**src/rtl/conv_frame_ctrl.sv**
```systemverilog
// conv_frame_ctrl: loads the kernel weights into the convolution engine, then feeds one frame of pixels.
// It tags the engine results whose window lies fully inside the frame and emits them with coordinates.
module conv_frame_ctrl #(
  parameter int DIM = 32,
  parameter int K   = 5,
  parameter int WP  = 30,
  parameter int PP  = 8,
  parameter int LAT = 1
) (
  input  logic                     clk,
  input  logic                     reset,
  input  logic                     start,
  input  logic                     reuse_w,
  input  logic                     wt_valid,
  output logic                     wt_ready,
  input  logic [WP:0]              wt_data,
  input  logic                     pix_valid,
  output logic                     pix_ready,
  input  logic [PP:0]              pix_data,
  output logic                     eng_wt_we,
  output logic [$clog2(K*K)-1:0]   eng_wt_addr,
  output logic [WP:0]              eng_wt_data,
  output logic                     eng_en,
  output logic [PP:0]              eng_pxl,
  input  logic [PP:0]              eng_out,
  output logic                     out_valid,
  output logic [PP:0]              out_data,
  output logic [$clog2(DIM)-1:0]   out_row,
  output logic [$clog2(DIM)-1:0]   out_col,
  output logic                     busy,
  output logic                     done
);

  localparam int RW = $clog2(DIM);
  localparam int WW = $clog2(K*K);
  localparam int DW = $clog2(LAT+1);

  typedef enum logic [2:0] {IDLE, LOAD_W, STREAM, DRAIN, DONE} state_t;

  state_t          state_q, state_d;
  logic [WW-1:0]   widx_q, widx_d;
  logic [RW-1:0]   row_q, row_d, col_q, col_d;
  logic [DW-1:0]   drain_q, drain_d;
  logic            tag_v_q   [LAT];
  logic            tag_v_d   [LAT];
  logic [RW-1:0]   tag_row_q [LAT];
  logic [RW-1:0]   tag_row_d [LAT];
  logic [RW-1:0]   tag_col_q [LAT];
  logic [RW-1:0]   tag_col_d [LAT];
  logic            wt_acc, pix_acc;

  always_comb begin
    state_d   = state_q;
    widx_d    = widx_q;
    row_d     = row_q;
    col_d     = col_q;
    drain_d   = drain_q;
    wt_ready  = 1'b0;
    pix_ready = 1'b0;
    busy      = 1'b0;
    done      = 1'b0;
    unique case (state_q)
      IDLE: begin
        if (start) state_d = reuse_w ? STREAM : LOAD_W;
      end
      LOAD_W: begin
        wt_ready = 1'b1;
        busy     = 1'b1;
        if (wt_valid) begin
          if (widx_q == WW'(K*K-1)) begin
            widx_d  = '0;
            state_d = STREAM;
          end else begin
            widx_d = widx_q + WW'(1);
          end
        end
      end
      STREAM: begin
        pix_ready = 1'b1;
        busy      = 1'b1;
        if (pix_valid) begin
          if (col_q == RW'(DIM-1)) begin
            col_d = '0;
            if (row_q == RW'(DIM-1)) begin
              row_d   = '0;
              drain_d = '0;
              state_d = DRAIN;
            end else begin
              row_d = row_q + RW'(1);
            end
          end else begin
            col_d = col_q + RW'(1);
          end
        end
      end
      DRAIN: begin
        busy = 1'b1;
        if (drain_q == DW'(LAT-1)) begin
          drain_d = '0;
          state_d = DONE;
        end else begin
          drain_d = drain_q + DW'(1);
        end
      end
      DONE: begin
        done    = 1'b1;
        state_d = IDLE;
      end
      default: state_d = IDLE;
    endcase
  end

  // Engine strobes are gated so they read zero whenever no handshake completes.
  assign wt_acc      = wt_ready & wt_valid;
  assign pix_acc     = pix_ready & pix_valid;
  assign eng_wt_we   = wt_acc;
  assign eng_wt_addr = wt_acc ? widx_q : '0;
  assign eng_wt_data = wt_acc ? wt_data : '0;
  assign eng_en      = pix_acc;
  assign eng_pxl     = pix_acc ? pix_data : '0;

  always_comb begin
    tag_v_d[0]   = pix_acc && (row_q >= RW'(K-1)) && (col_q >= RW'(K-1));
    tag_row_d[0] = row_q - RW'(K-1);
    tag_col_d[0] = col_q - RW'(K-1);
    for (int i = 1; i < LAT; i++) begin
      tag_v_d[i]   = tag_v_q[i-1];
      tag_row_d[i] = tag_row_q[i-1];
      tag_col_d[i] = tag_col_q[i-1];
    end
  end

  assign out_valid = tag_v_q[LAT-1];
  assign out_row   = out_valid ? tag_row_q[LAT-1] : '0;
  assign out_col   = out_valid ? tag_col_q[LAT-1] : '0;
  assign out_data  = out_valid ? eng_out : '0;

  always_ff @(posedge clk or negedge reset) begin
    if (!reset) begin
      state_q <= IDLE;
      widx_q  <= '0;
      row_q   <= '0;
      col_q   <= '0;
      drain_q <= '0;
      for (int i = 0; i < LAT; i++) begin
        tag_v_q[i]   <= 1'b0;
        tag_row_q[i] <= '0;
        tag_col_q[i] <= '0;
      end
    end else begin
      state_q <= state_d;
      widx_q  <= widx_d;
      row_q   <= row_d;
      col_q   <= col_d;
      drain_q <= drain_d;
      for (int i = 0; i < LAT; i++) begin
        tag_v_q[i]   <= tag_v_d[i];
        tag_row_q[i] <= tag_row_d[i];
        tag_col_q[i] <= tag_col_d[i];
      end
    end
  end

endmodule

```
**config.mk**
```make
export PLATFORM = sky130hd
export DESIGN_NAME = conv_frame_ctrl
export DESIGN_NICKNAME = d
export VERILOG_FILES = /design/src/rtl/conv_frame_ctrl.sv
export SDC_FILE = /design/constraint.sdc
export NUM_CORES = 1
export LEC_CHECK = 0
export CAP_MARGIN = 10
export CORE_MARGIN = 2
export CORE_UTILIZATION = 36
export CTS_CLUSTER_DIAMETER = 40
export CTS_CLUSTER_SIZE = 20
export DETAILED_ROUTE_END_ITERATION = 6
export HOLD_SLACK_MARGIN = 0.03
export PLACE_DENSITY = 0.92
export SLEW_MARGIN = 20
export SYNTH_ARGS = -nofsm -noshare
export SYNTH_HDL_FRONTEND = slang
export SYNTH_SLANG_ARGS = --single-unit
```
**constraint.sdc**
```tcl
create_clock -name clk -period 2.2 [get_ports clk]
set_clock_uncertainty 0.1 [all_clocks]
set_input_delay 0.44 -clock clk [delete_from_list [all_inputs] [get_ports clk]]
set_output_delay 0.44 -clock clk [all_outputs]
set_load 0.01 [all_outputs]
```
==> reports/results.ini <==
[clock_network]
cts-root-buf = clkbuf_8
clk_latency_ps = 280
h-tree-depth = 2
clkTransAtPathRegs_ps = 60
cts_sinks = 29
cts_tree = yes
cts_buffer_depth = 2
cts_inserted_buffers = 5

[synth]
yosys-mux-area-fraction_pct = 1.39
synth_area_leader_cell = dfrtp_1
synth_edf_count = 0
synth_simple_gate_area_share_pct = 34.4
netlist.area_leader.share_pct = 38.4
ys_types = 42
synthArstFlopShare_pct = 100
synthAdderAreaFrac_pct = 9.27
synth.ff_latch_count = 29
synth_xor_area_share_pct = 0.927
synthCells = 208
yosysSeqAreaShare_pct = 38.4
synth_compound_area_share_pct = 10.2
synth_flop_cell = dfrtp_1
yosysWarnings = 0
synth_area_leaders = dfrtp_1 (38%), and2_1 (22%), ha_1 (9.3%)
synth_fp_nets = 277
syn-cell-area_um2 = 1890
synth_top_family_by_area = simple AND/OR/NAND/NOR gates
avgSynthCellArea_um2 = 9.08

[drt]
wirelength_um = 5720
drcViolationCount = 0
drtAntennaViolNets = 0
dr.first_iter.drc_count = 77
vias = 1948
drt_pass1_iterations = 4
avgRoutedWirePerCell_um = 13.5
post_drt_via_cell_ratio = 4.62

[grt]
first_global_vias = 1912
antenna_found_initial = 0
grt_overflow = 0
grt_pass1_wl_um = 9310
grt_start_max_net_pins = 30
grt_util_all_layers_pct = 19.7

[cells_and_area]
multiInputGateArea_um2 = 1100
fillers = 396
final_cells = 422
mostFrequentLayoutCells = clkdlybuf4s50_1 (72), and2_1 (63), dfrtp_1 (26), buf_4 (15)
diodes = 0
fin_nets = 420
final_common_cell = clkdlybuf4s50_1
postLayoutCellArea_um2 = 3390
seq_area_um2 = 729
final_util_pct = 66.9
syn2layout_area_growth_pct = 79.6
drive_gt1_share_pct = 18.2

[pwr]
switching_power_mw = 1.00
irDropWorstVdd_uv = 493
power.internal_mw = 1.66
powerDensity_nw_per_um2 = 785
p_comb_share_pct = 50.1
swShare_pct = 37.7
pwr-share-seq_pct = 33.9
p_leak_nw = 1.68
pwr-share-clk_pct = 16.0

[placement]
dp_cells = 404
gp_congestion = 0.841
dp_hpwl_um = 4180
placed_cell_area_um2 = 3270
portBuffers = 125

[worst_setup_path]
cpPeakStageDelay_ps = 440
worstRegToRegCells = 6
critPathRequiredTime_ps = 1660
timing.rr.start = col_q[0]
reg2reg_slack_ps = 310
cpMaxStageDelayCell = dfrtp_2
crit_path_end_kind = output port
cp.arrival_ps = 1610
start_kind = register
path_buf_inv = 3
cp_max_fo = 19
crit_type = reg -> out
path_cells = nand4bb_4 -> inv_4 -> buf_12 -> and2_1 -> dlygate4sd2_1
reg2reg_to = row_q[3]
cpLargestDelayFamily = buffers and inverters

[sta]
fin_tns_setup_ps = 0
maxSlewHeadroom_pct = 66.8
finalHoldViolCount = 0
period_minus_slack_ps = 2150
final_max_slew_viol_count = 0
post-route-period-util_pct = 97.9
tightest_slew_ps = 485
holdWs_ps = 372
fmax_mhz = 464
finalSetupViolCount = 0

[floorplanning]
ios = 126
initial_core_util_pct = 37.2
die_width_um = 76.4
design.die.area_um2 = 5840
fp-row-count = 26
die_height_um = 76.4
coreArea_um2 = 5070

[status]
status = finished, final reports clean

[worst_hold_path]
holdPathEnd = tag_col_q[1]
min_from = col_q[1]
hold_class = reg -> reg
min_path_cells = 0

[run]
drv_cap = 0

## cells in the mapped netlist, types with 2 or more instances
cell type and count:
a2111oi_0 2, a21o_1 2, a21oi_1 3, a31oi_1 2
and2_1 65, buf_2 5, clkbuf_1 3, dfrtp_1 29
ha_1 14, inv_1 13, nand2_1 13, nand2b_1 5
nand3_1 4, nand4bb_1 2, nor2_1 6, nor3_1 2
o21ai_0 10, o21ai_1 3, xor2_1 2
## flip-flops by register name (all words and copies together), names as in the netlist
signal,flops
widx_q,5
col_q,5
state_q,3
tag_row_q,5
row_q,5
out_valid,1
tag_col_q,5
## repair_timing
action,in CTS,in global routing
buffers inserted,6,4
endpoints found under the setup margin,51,39
cloned,3,0
hold buffers,0,0
pin swaps,2,3
gates resized for setup,105,41
## cells by family after synthesis
| family | after synthesis |
|---|---|
| mux | 2 |
| fa+ha+maj | 14 |
| buf+inv | 24 |
| xor+xnor | 2 |
| compound gates | 30 |
| flops | 29 |
| simple gates | 107 |
## metal layers
metal / global-route usage, % / routed length, um
met5: 0 / 0
met4: 6.36 / 85
met3: 4.74 / 357
met2: 37.2 / 3120
met1: 21.4 / 2150
## worst max path at each step
stage                     startpoint         endpoint  cells past startpoint
after floorplan           state_q[1]  eng_wt_data[23]                      7
after global placement      wt_valid   eng_wt_addr[4]                      6
after detailed placement    wt_valid  eng_wt_data[17]                      6
after CTS                 state_q[0]       eng_pxl[5]                      4
after global routing      state_q[1]  eng_wt_data[25]                      5
final                     state_q[1]  eng_wt_data[16]                      5
## power by group through the flow
stage	combinational [mW]	sequential [mW]	clock, mW
after CTS	1.32	0.901	0.432
after floorplan	0.675	0.818	0
after global placement	1.23	0.879	0
final	1.33	0.903	0.427
after detailed placement	1.27	0.893	0
after global routing	1.46	0.940	0.465
## worst register-to-register path, stage by stage, from the launching register on
cell and delay (ps):
dfrtp_1 470, ha_1 260, and2_1 160, ha_1 290, nand2_1 150, o21ai_0 210, o211ai_1 130
## layout make-up
type | count | share of cell area, %
Clock buffer | 5 | 2.03
Clock inverter | 3 | 0.516
Inverter | 15 | 1.84
Multi-Input combinational cell | 155 | 32.4
Sequential cell | 29 | 21.5
Tap cell | 70 | 2.58
Timing Repair Buffer | 144 | 38.9
Timing Repair inverter | 1 | 0.221
## per-stage QoR
step / worst slack (ps) / total power [mW]
floorplan: 299 / 1.49
global placement: -341 / 2.11
detailed placement: -386 / 2.17
CTS: -144 / 2.65
global route: -23.0 / 2.87
finish: 45.8 / 2.66
No activity file was read; power rests on OpenSTA's default activity.
